[config.mk]
export PLATFORM = sky130hd
export DESIGN_NAME = bitstream_stream_loader
export DESIGN_NICKNAME = d
export VERILOG_FILES = /design/src/rtl/bitstream_stream_loader.sv
export SDC_FILE = /design/constraint.sdc
export NUM_CORES = 1
export LEC_CHECK = 0
export CORE_MARGIN = 3
export CORE_UTILIZATION = 47
export CTS_BUF_LIST = sky130_fd_sc_hd__clkbuf_8
export DETAILED_ROUTE_END_ITERATION = 16
export PLACE_DENSITY = 0.74
export SYNTH_ARGS = -nofsm -noshare
export SYNTH_HDL_FRONTEND = slang
export SYNTH_SLANG_ARGS = --single-unit
[constraint.sdc]
create_clock -name CLK -period 1.9 [get_ports CLK]
set_clock_uncertainty 0.15 [all_clocks]
set_input_delay 0.38 -clock CLK [delete_from_list [all_inputs] [get_ports CLK]]
set_output_delay 0.38 -clock CLK [all_outputs]
set_load 0.005 [all_outputs]
[src/rtl/bitstream_stream_loader.sv]
// bitstream_stream_loader: packs a byte stream MSB-first into 32-bit words and writes
// them to the fabric self-configuration port with fixed setup and gap spacing.
module bitstream_stream_loader #(
    parameter int NUM_BYTES    = 21140,
    parameter int SETUP_CYCLES = 2,
    parameter int GAP_CYCLES   = 2
) (
    input  logic        CLK,
    input  logic        rst,
    input  logic        start,
    input  logic [7:0]  byte_data,
    input  logic        byte_valid,
    output logic        byte_ready,
    output logic [31:0] SelfWriteData,
    output logic        SelfWriteStrobe,
    output logic        busy,
    output logic        done,
    output logic [15:0] word_count
);
    localparam int BW = $clog2(NUM_BYTES + 1);
    typedef enum logic [2:0] {IDLE, COLLECT, PAD, SETUP, STROBE, GAP, DONE} state_t;
    state_t state, state_nx;
    logic [BW-1:0] byte_cnt;
    logic [1:0] lane;
    logic [3:0] tmr;
    logic [23:0] word;
    logic [7:0] shin;
    logic shift, last_byte, fin, launch;
    assign shift = (state == COLLECT && byte_valid) || state == PAD;
    assign shin = state == PAD ? 8'h00 : byte_data;
    assign last_byte = byte_cnt == BW'(NUM_BYTES - 1);
    assign fin = byte_cnt == BW'(NUM_BYTES);
    assign launch = (state == IDLE || state == DONE) && start;
    assign byte_ready = state == COLLECT;
    assign SelfWriteStrobe = state == STROBE;
    assign busy = state == COLLECT || state == PAD || state == SETUP || state == STROBE || state == GAP;
    assign done = state == DONE;
    always_ff @(posedge CLK)
        state <= rst ? IDLE : state_nx;
    always_comb begin
        state_nx = state;
        case (state)
            IDLE, DONE: state_nx = start ? COLLECT : state;
            COLLECT: if (byte_valid) state_nx = lane == 2'd3 ? SETUP : last_byte ? PAD : COLLECT;
            PAD: state_nx = lane == 2'd3 ? SETUP : PAD;
            SETUP: state_nx = tmr == 4'(SETUP_CYCLES - 1) ? STROBE : SETUP;
            STROBE: state_nx = GAP_CYCLES != 0 ? GAP : fin ? DONE : COLLECT;
            GAP: state_nx = tmr != 4'(GAP_CYCLES - 1) ? GAP : fin ? DONE : COLLECT;
            default: state_nx = IDLE;
        endcase
    end
    // tmr restarts on every state change, so it counts cycles spent in SETUP/GAP
    always_ff @(posedge CLK) begin
        if (rst) begin
            byte_cnt <= '0;
            lane <= '0;
            tmr <= '0;
            word <= '0;
            SelfWriteData <= '0;
            word_count <= '0;
        end else begin
            tmr <= state_nx != state ? 4'd0 : tmr + 4'd1;
            if (launch) begin
                byte_cnt <= '0;
                lane <= '0;
                word_count <= '0;
            end
            if (state == COLLECT && byte_valid) byte_cnt <= byte_cnt + BW'(1);
            if (shift) begin
                word <= {word[15:0], shin};
                lane <= lane + 2'd1;
            end
            if (shift && lane == 2'd3) SelfWriteData <= {word, shin};
            if (state == STROBE && word_count != 16'hFFFF) word_count <= word_count + 16'd1;
        end
    end
endmodule

# Word level (Yosys, flattened, before mapping)
# Cells that the tools add are included.
# word_totals
reg_bits,96
in_bits,12
out_inout_bits,52
word_cells,56
# op_classes
addsub,4
eq_ne,13
mux,16
reduce_logical,16
# ops
op,count
$mux W16,2
$eq A15 B15 Y1 const B,2
$mux W15,2
$pmux W3 S6,1
$add A16 B1 Y16 const B,1
$ne A16 B16 Y1 const B,1
$add A15 B1 Y15 const B,1
$mux W3,5
$eq A3 B3 Y1 const B,3
$mux W2,4
$mux W8,1
$eq A3 B2 Y1 const B,2
$logic_or A1 B1 Y1,6
$reduce_bool A2 Y1,3
$add A4 B1 Y4 const B,1
$eq A4 B1 Y1 const B,1
$logic_and A1 B1 Y1,4
$ne A4 B1 Y1 const B,1
$reduce_or A2 Y1,2
$eq A3 B1 Y1 const B,1
$logic_not A3 Y1,1
$ne A3 B3 Y1,1
$add A2 B1 Y2 const B,1
$eq A2 B2 Y1 const B,1
$mux W1,1

# Longest topological paths before layout
# logic_depth
word_depth,7
ltp_mapped,9
ltp_nobuf,7

# Worst setup path before layout
# Ideal clock, no wire load.
# synth_timing
path_type,reg2reg
start,reg word_count[0]
end,reg word_count[12]
setup_ps,65
arrival_ps,1749
required_time_ps,1685
slack_ps,-64
path_stages_with_launch,7
n_path_buf,0
period_less_slack_ps,1964
cell_sequence,dfxtp_1 > ha_1 > nand3_1 > or3_1 > nor4_1 > mux2_1 > nor2_1
# synth_via
elab_chain_len,3
elab_cells_between_ends,5
cone_classes,1 x add/sub; 1 x eq/ne; 1 x mux; 2 x reduce/logical
# synth_rtl
element,line_no,source
"start, declared",18,output logic [15:0] word_count
"start signal, assigned",74,if (state == STROBE && word_count != 16'hFFFF) word_count <= word_count + 16'd1;
branches (longest 3 deep; another with $add A16 B1 Y16),-,
# Parallel ways; which one is timed is not known.
# A chain may end at the register's enable or synchronous reset.

# Final worst setup path
# layout_timing
start,reg state[2]
end,reg byte_cnt[10]
# layout_via
elab_chain_len,4
elab_cells_between_ends,8
cone_classes,2 x eq/ne; 1 x mux; 5 x reduce/logical
# layout_rtl
element,line_no,source
"start, declared",22,"state_t state, state_nx;"
"start signal, assigned",39,state <= rst ? IDLE : state_nx;
$eq A3 B3 Y1 or $logic_not A3 Y1 (tied branches),33,assign launch = (state == IDLE || state == DONE) && start;
$logic_or A1 B1 Y1,33,
$logic_and A1 B1 Y1,33,
$reduce_bool A2 Y1 (no source line),-,
"end signal, assigned",68,if (state == COLLECT && byte_valid) byte_cnt <= byte_cnt + BW'(1);
"end, declared",23,logic [BW-1:0] byte_cnt;
# Several ways; a longest one is shown, not always the timed one.

==> impl_summary.md <==
Clocking
The clock insertion delay at the later pin of the skew report is 0.35 ns. The clock root buffer master is sky130_fd_sc_hd__clkbuf_8. The CTS tree is built. Counting the buffers created by CTS gives 9. Clock-pin slew was measured on the worst setup and hold paths at 0.11 ns. The longest clock path from root to sink contains 2 buffers. For this design, the sink count on the clock tree is 96. The maximum level of the CTS H-tree is 3.

Place
At the end of routability-driven placement, the weighted congestion stood at 0.914. At the placement stage, the worst setup path has a slack of -0.417 ns. The placed cell count is 720. Detailed placement ended at an HPWL of 7530 um. The number of buffer cells added on primary ports is 63.

Outcome
The run finished, with violations left. The final reports fail on negative setup slack.

Job
The number of max-cap violations is 0.

Finish
In the final design database the tool counted 677 nets. In the final layout, the share of cells above drive strength 1 is 31.5%. The final core area utilization is 75.7%. The area growth from synthesis to layout is 52.7%.

The antenna diode instance count is 0. The count of placed standard cells in the final layout, fillers left out is 769.

Route
The remaining antenna violation count is 0. The number of detailed-routing iterations run before antenna repair is 6. In this run, the number of DRC markers left after iteration 0 of detailed routing was 239. The final layout contains routed wiring with a total length of 12800 um. The average wire per cell in the routed design is 16.6 um. The detailed-route vias per instance is 5.65. The number of remaining DRC errors is 0. The routed layout has 4346 vias.

GRT
The via count of the first global-routing pass is 4105. The number of antenna violations at the first check in global routing is 0. The wire length of the first global-routing pass is 19300 um. For this run the aggregate overflow at the end of global routing stands at 0. In the global route stage, overall resource usage came out at 23.7%. The maximum number of pins on one net before global-route repair is 60.

Synth
Counting instances in the post-synthesis netlist gives the leading cell types as 131 x sky130_fd_sc_hd__nand2_1, 96 x sky130_fd_sc_hd__dfxtp_1, 72 x sky130_fd_sc_hd__a21oi_1, 34 x sky130_fd_sc_hd__nor2_1, 21 x sky130_fd_sc_hd__clkbuf_1. The synthesis warning total is 0. After synthesis, the mean cell area works out to 8.02 um^2. The flip-flop cell with the highest count after synthesis is sky130_fd_sc_hd__dfxtp_1. The number of nets handed over by synthesis was 536. The cell count after synthesis is 518.

The biggest area contributor in the post-synthesis netlist is sky130_fd_sc_hd__dfxtp_1. Summing the sequential cell areas from Yosys gives 46.2% of the chip area. The number of synthesized register bits is 96. The number of different library cells in the post-synthesis netlist is 54. After synthesis, the cell types taking the most area are sky130_fd_sc_hd__dfxtp_1 46%, sky130_fd_sc_hd__nand2_1 12%, sky130_fd_sc_hd__a21oi_1 8.7%, sky130_fd_sc_hd__nor2_1 3.1%, sky130_fd_sc_hd__clkbuf_1 1.9%.

In this run the cell area of the synthesized design comes to 4160 um^2. The top cell type by area accounts for 46.2% of the synthesized area. Yosys mapped a number of flops with a built-in enable equal to 0. Among all cell types in the netlist, the one instantiated most often is sky130_fd_sc_hd__nand2_1. After synthesis, the share of flip-flops with an asynchronous set or reset is 0%.

Power
The worst vdd rail ir drop is 0.000438 V. Dividing total power by cell area gives a power density of 599 nW/um^2. The leakage dissipation is 2.42 nW.

Worst setup path
The logic depth of the worst register-to-register path is 7. The number of cells on the critical path is 7. Traced cell by cell, the critical path runs through buf_6, or3b_4, buf_6, nor4_4, nand3_1, mux2_4, nor2_2. At the worst endpoint, the arrival time is 2.24 ns.

The data required time at the worst endpoint is 2.06 ns. The setup path with the least slack is of type reg -> reg. The worst setup path is launched from a register.

The number of buffer and inverter stages on the critical path is 2. STA classifies the critical path endpoint as a register. In this run the worst path has a maximum fanout of 4. The largest single stage delay on the critical path is 0.39 ns. For this design, the slowest cell found on the critical path is sky130_fd_sc_hd__or3b_4. Broken down by cell family, the worst path's largest delay share belongs to simple AND/OR/NAND/NOR gates.

The cell with the most instances on the worst path is sky130_fd_sc_hd__buf_6.

Timing
The slew of the pin with the lowest slew margin is 0.652 ns. The number of endpoints failing setup at the final stage is 35. The hold violation count in the final report came to 0. The number of slew-limit violations in the final report is 0. The final total negative setup slack is -1.43 ns.

The worst hold slack after final layout is 0.0945 ns. The max-slew headroom at the worst pin is 56.6%. The minimum period implied by the final worst setup slack is 2.08 ns. The share of the clock period used by the worst path is 110%.

The worst-case setup margin in the final layout is -0.185 ns. Setup repair after global routing could not meet its margin everywhere. For this run, the top clock speed supported by timing is 480 MHz.

Die
The floorplan has 33 rows. The area inside the core boundary is 8380 um^2. The die covers 10000 um^2.

During I/O placement, the number of pins put on the boundary was 64. The die is 100 um wide. Once the floorplan was initialized, standard cells occupied 49.6% of the core. In this run the vertical extent of the chip is 100 um.

Worst hold path
The number of cells on the worst hold path is 2. The tightest min-delay check is of the in -> reg type.
==> placed cells by master, fill, tap and decap left out, drive strengths merged, types with 3 or more instances in the layout <==
cell type,netlist,layout
a22oi,8,8
xnor2,6,6
a211oi,4,4
dlymetal6s2s,0,7
nor4bb,3,3
and3,6,6
o311ai,3,3
inv,10,14
nand3b,5,5
nand2b,3,3
o21a,3,4
or3,3,3
and2,3,3
clkdlybuf4s50,0,49
nor2b,3,3
nor4,6,6
nor2,34,34
dfxtp,96,96
nor3,12,12
nand2,131,131
nand3,15,15
ha,6,6
nand4,8,8
mux2,7,7
a21oi,72,72
o21ai,11,11
buf,11,101
o41ai,3,3
clkbuf,21,11
==> report_power, final <==
| group | internal [mW] | switching [mW] |
|---|---|---|
| combinational | 0.147 | 0.170 |
| sequential | 2.02 | 0.0181 |
| clock | 0.651 | 0.790 |
==> final timing paths <==
| path | start | end | slack [ns] |
|---|---|---|---|
| max | state[2]$_SDFF_PP0_ | byte_cnt[10]$_SDFFE_PP0P_ | -0.18 |
| max reg2reg | state[2]$_SDFF_PP0_ | byte_cnt[10]$_SDFFE_PP0P_ | -0.18 |
| min | rst | word_count[8]$_SDFFE_PP0P_ | 0.09 |
| min reg2reg | word[21]$_SDFFE_PP0P_ | SelfWriteData[29]$_SDFFE_PP0P_ | 0.31 |
==> cell families after synthesis <==
family                     count (synthesis)  share of synthesized area [%]
DFF                                       96                           46.2
adders and majority gates                  7                           2.05
and+or+nand+nor                          243                           27.6
buffers and inverters                     42                           4.40
xor gates and xnor gates                   8                           1.69
AOI/OAI and AO/OA                        114                           15.9
muxes                                      8                           2.14
==> through the flow <==
| step | area [um^2] | power [mW] |
|---|---|---|
| 3_5_place_dp | 5300 | 2.33 |
| 2_1_floorplan | 4170 | 2.21 |
| 3_3_place_gp | 5300 | 2.32 |
| 6_report | 6350 | 3.80 |
| 4_1_cts | 5950 | 3.77 |
| 5_1_grt | 6350 | 3.93 |
==> registers in the layout, indices dropped and copies added, names as in the netlist <==
signal,count
lane,2
word,24
state,3
tmr,4
byte_cnt,15
word_count,16
SelfWriteData,32
==> layer usage <==
metal	part of all wire, %	vias up	wire [um]	global-route usage (%)
li1	-	2082	-	-
met1	43	2072	5490	30.3
met2	50	160	6320	40.2
met3	4.9	32	626	3.89
met4	2.6	0	329	9.22
met5	0	-	0	0
==> layout make-up <==
class,count,area (um^2)
fillers,584,2040
inverters,10,42.5
clock inverters,7,95.1
repair buffers,161,1530
well taps,105,131
flip-flops and latches,96,1960
clock buffers,9,124
multi-input cells,381,2470
==> what timing repair did <==
action,CTS,global route
endpoints found under the setup margin,27,62
pin swaps,18,38
cloned,1,3
hold buffers,0,0
setup buffers,18,16
resized for setup,76,82
Power figures use the tool's default switching activity.
==> RTL change 1 (same settings) <==
The 7 states of `state_t` get a one-hot encoding in 7 bits.
--- a/src/rtl/bitstream_stream_loader.sv
+++ b/src/rtl/bitstream_stream_loader.sv
@@ -19,5 +19,5 @@
 );
     localparam int BW = $clog2(NUM_BYTES + 1);
-    typedef enum logic [2:0] {IDLE, COLLECT, PAD, SETUP, STROBE, GAP, DONE} state_t;
+    typedef enum logic [6:0] {IDLE = 7'b0000001, COLLECT = 7'b0000010, PAD = 7'b0000100, SETUP = 7'b0001000, STROBE = 7'b0010000, GAP = 7'b0100000, DONE = 7'b1000000} state_t;
     state_t state, state_nx;
     logic [BW-1:0] byte_cnt;
Formal check against the unedited RTL: same outputs for any inputs over 10 cycles, from zero or initial values and one cycle with rst high; not proved beyond that.
==> RTL change 1 against the unedited design <==
- design area increased by 7.1%
- wire length increased by 5.1%
- power decreased by 0.71%
- sequential cell count increased by 4
- critical path depth decreased by 2
- first-iteration DRC count decreased by 26%
- setup slack got worse by 0.30 ns
- via count increased by 9.0%
- largest cell class unchanged
- area after synthesis increased by 8.8%
- worst hold slack improved by 0.20 ns
- the flow still finishes with violations (negative setup slack)
==> RTL change 1: results (changes against the unedited design) <==
Run status
  • Status: finished, violations left
  • Failing checks: negative setup slack

Drt
  • Metal-1 WL: 5560 um (+1.3%)
  • Met2 Wirelength: 6800 um (+7.5%)
  • 1st-pass router iterations: 5 (-1)
  • Met3 WL post-DR: 822 um (+31%)
  • WL final: 13400 um (+5.1%)
  • Vias: 4736 (+9.0%)

GRT
  • First-pass GRT wire length: 21500 um (+11%)
  • GR Layer Usage met1: 29.7% (-0.59 points)
  • Met2 Use GR: 40.7% (+0.49 points)
  • Vias in the first global route: 4553 (+11%)
  • Tot GR Track Use: 23.7% (-0.068 points)

Final layout
  • Fraction of area in non-clock buffers: 24.4% (+0.32 points)
  • Fill cells: 656 (+12%)
  • Inverters: 9 (-1)
  • Multi-input combinational gate total: 407 (+6.8%)
  • Multi-input combinational area share: 39.9% (+1.0 points)
  • Seq/total area: 29.9% (-0.95 points)
  • Final cell count without fillers: 840 (+9.2%)

Critical path
  • Crit path DAT: 2.54 ns (+0.30 ns)
  • R2r startpoint: state[6]$_SDFF_PP0_
  • Crit path to: byte_cnt[6]$_SDFFE_PP0P_
  • Max FO, Critical Path: 6 (+2)
  • Slowest cell delay on critical path: 0.64 ns (+0.25 ns)
  • Reg2Reg Depth: 5 (-2)
  • CP max-delay cell: or4_4

Power and ir drop
  • Leak Pwr: 0.00269 uW (+11%)

Timing
  • Final worst setup slack: -0.484 ns (-0.300 ns)
  • Final setup fails: 96 (+170%)
  • Slew HR: 64.7% (+8.1 points)
  • Setup Total Neg Slack: -34.41 ns (-32.98 ns)

Clocking
  • Post-CTS sizing: 67 (-12%)
  • Clock Latency Late Sink: 0.37 ns (+0.02 ns)
  • Clock Sinks: 100 (+4.2%)

Logic synthesis
  • Post-Synthesis Cells: 546 (+5.4%)
  • Syn_nets: 564 (+5.2%)
  • Top cells by area, synth: dfxtp_1 44%, nand2_1 9.6%, a21oi_1 7.5%, nor2_1 2.7%, a32oi_1 1.9%

Hold path
  • Min-delay src: word[17]$_SDFFE_PP0P_
  • Hold endpoint: SelfWriteData[25]$_SDFFE_PP0P_

Place
  • HPWL after detailed placement: 8610 um (+14%)
==> RTL change 1: cell count changes after synthesis, sizes merged, moves of 5 or more <==
cell | before | now
a22oi | 8 | 2
a32oi | 0 | 10
and3 | 6 | 11
nand2 | 131 | 117
nand2b | 3 | 9
nor3 | 12 | 17
==> RTL change 1: logic make-up after synthesis <==
logic type	Yosys count	share of synthesized area (%)
AND/OR/NAND/NOR	256	28.2
AO/OA/AOI/OAI	126	17.9
flip-flops	100	44.3
buffers and inverters	40	4.15
XOR/XNOR	11	2.13
multiplexers	7	1.72
adder cells (fa/ha/maj)	6	1.66
==> RTL change 1: power by group through the flow <==
stage	registers, uW	clock network [uW]	logic, uW
2_1_floorplan	2160	0	119
3_3_place_gp	2160	0	237
3_5_place_dp	2160	0	244
4_1_cts	2110	1380	263
5_1_grt	2110	1450	320
6_report	2110	1370	300
==> RTL change 2 (same flow settings) <==
Made on the original files. Set the parameter `NUM_BYTES` to 42280 (it was 21140).
--- a/src/rtl/bitstream_stream_loader.sv
+++ b/src/rtl/bitstream_stream_loader.sv
@@ -2,5 +2,5 @@
 // them to the fabric self-configuration port with fixed setup and gap spacing.
 module bitstream_stream_loader #(
-    parameter int NUM_BYTES    = 21140,
+    parameter int NUM_BYTES    = 42280,
     parameter int SETUP_CYCLES = 2,
     parameter int GAP_CYCLES   = 2
Formal check against the unedited RTL: same outputs for any inputs over 10 cycles, from zero or initial values and one cycle with rst high; that may be too few to reach the edited logic, so the function may still have changed.
==> RTL change 2 against the unedited design <==
- the flow still finishes with violations (negative setup slack)
- sequential cell count up 1
- setup slack better by 0.15 ns
- area after synthesis up 2.0%
- sequential share of layout area rose by 2.5 points
- design area decreased by 7.2%
- power is 6.1% lower
- wire length decreased by 13%
- cell count is 2.3% lower
- largest cell class unchanged
==> RTL change 2: results (changes against the unedited design) <==
Floorplanning
  • Site row count: 34 (+3.0%)

Drt
  • Met3 WL post-DR: 602 um (-3.8%)
  • First-iteration detailed-routing DRC count: 205 (-14%)
  • Metal-1 WL: 5110 um (-7.0%)

Place
  • HPWL after detailed placement: 7450 um (-1.1%)
  • Placed cells: 721 (+0.14%)
  • Placer Congestion: 0.820 (-10%)

GRT
  • Tot GR Track Use: 21.2% (-2.5 points)
  • Vias in the first global route: 3760 (-8.4%)
  • First-pass GRT wire length: 17600 um (-8.8%)

Logic synthesis
  • Post-Synth Adder-Cell Area: 2.01% (-0.041 points)
  • Post-Synthesis Mean Instance Area: 8.17 um2 (+1.9%)
  • Top cells by area, synth: dfxtp_1 46%, nand2_1 11%, a21oi_1 8.3%, nand3_1 3.7%, nor2_1 2.5%
  • Synth cell types: 63 (+17%)

Power and ir drop
  • Int Pwr: 2650 uW (-5.9%)
  • Peak supply drop: 0.431 mV (-1.7%)

Timing
  • Final worst setup slack: -0.0332 ns (+0.152 ns)
  • Final setup fails: 2 (-94%)
  • Slew HR: 70.0% (+13 points)

Critical path
  • Reg2Reg Depth: 6 (-1)
  • Reg-to-reg endpoint: word_count[11]$_SDFFE_PP0P_
  • Crit path DAT: 2.09 ns (-0.15 ns)
  • Worst R2R Setup Slack: -0.03 ns (+0.15 ns)

Run status
  • Failing checks: negative setup slack
  • Status: finished, violations left

Final layout
  • Final cell count without fillers: 751 (-2.3%)
  • Top Registers: SelfWriteData (32), word (24)
  • Nets: 657 (-3.0%)
[RTL change 2: final cells by class]
class	instances	area, um2
Sequential cell	97	1960
Fill cell	707	2870
Inverter	5	21.3
Clock buffer	9	124
Clock inverter	6	52.6
Timing Repair Buffer	139	1280
Tap cell	108	135
Multi-Input combinational cell	387	2310
[RTL change 2: layer usage]
metal	global-route usage, %	vias to the layer above
li1	-	2040
met1	28.8	1944
met4	7.36	0
met3	4.22	10
met2	33.8	124
met5	0	-
[RTL change 2: logic make-up (layout without fill, tap and decap cells)]
kind of cell,after synthesis,in the layout
AND/OR/NAND/NOR,260,260
AO/OA/AOI/OAI,107,107
flip-flops,97,97
buffers and inverters,35,159
XOR/XNOR,8,8
adder cells (fa/ha/maj),7,7
multiplexers,5,5
[RTL change 2: what timing repair did]
action,4_1_cts,5_1_grt
gates resized for setup,29,56
setup endpoints to repair,23,71
pin swaps,6,16
cloned,0,2
buffers inserted,4,9
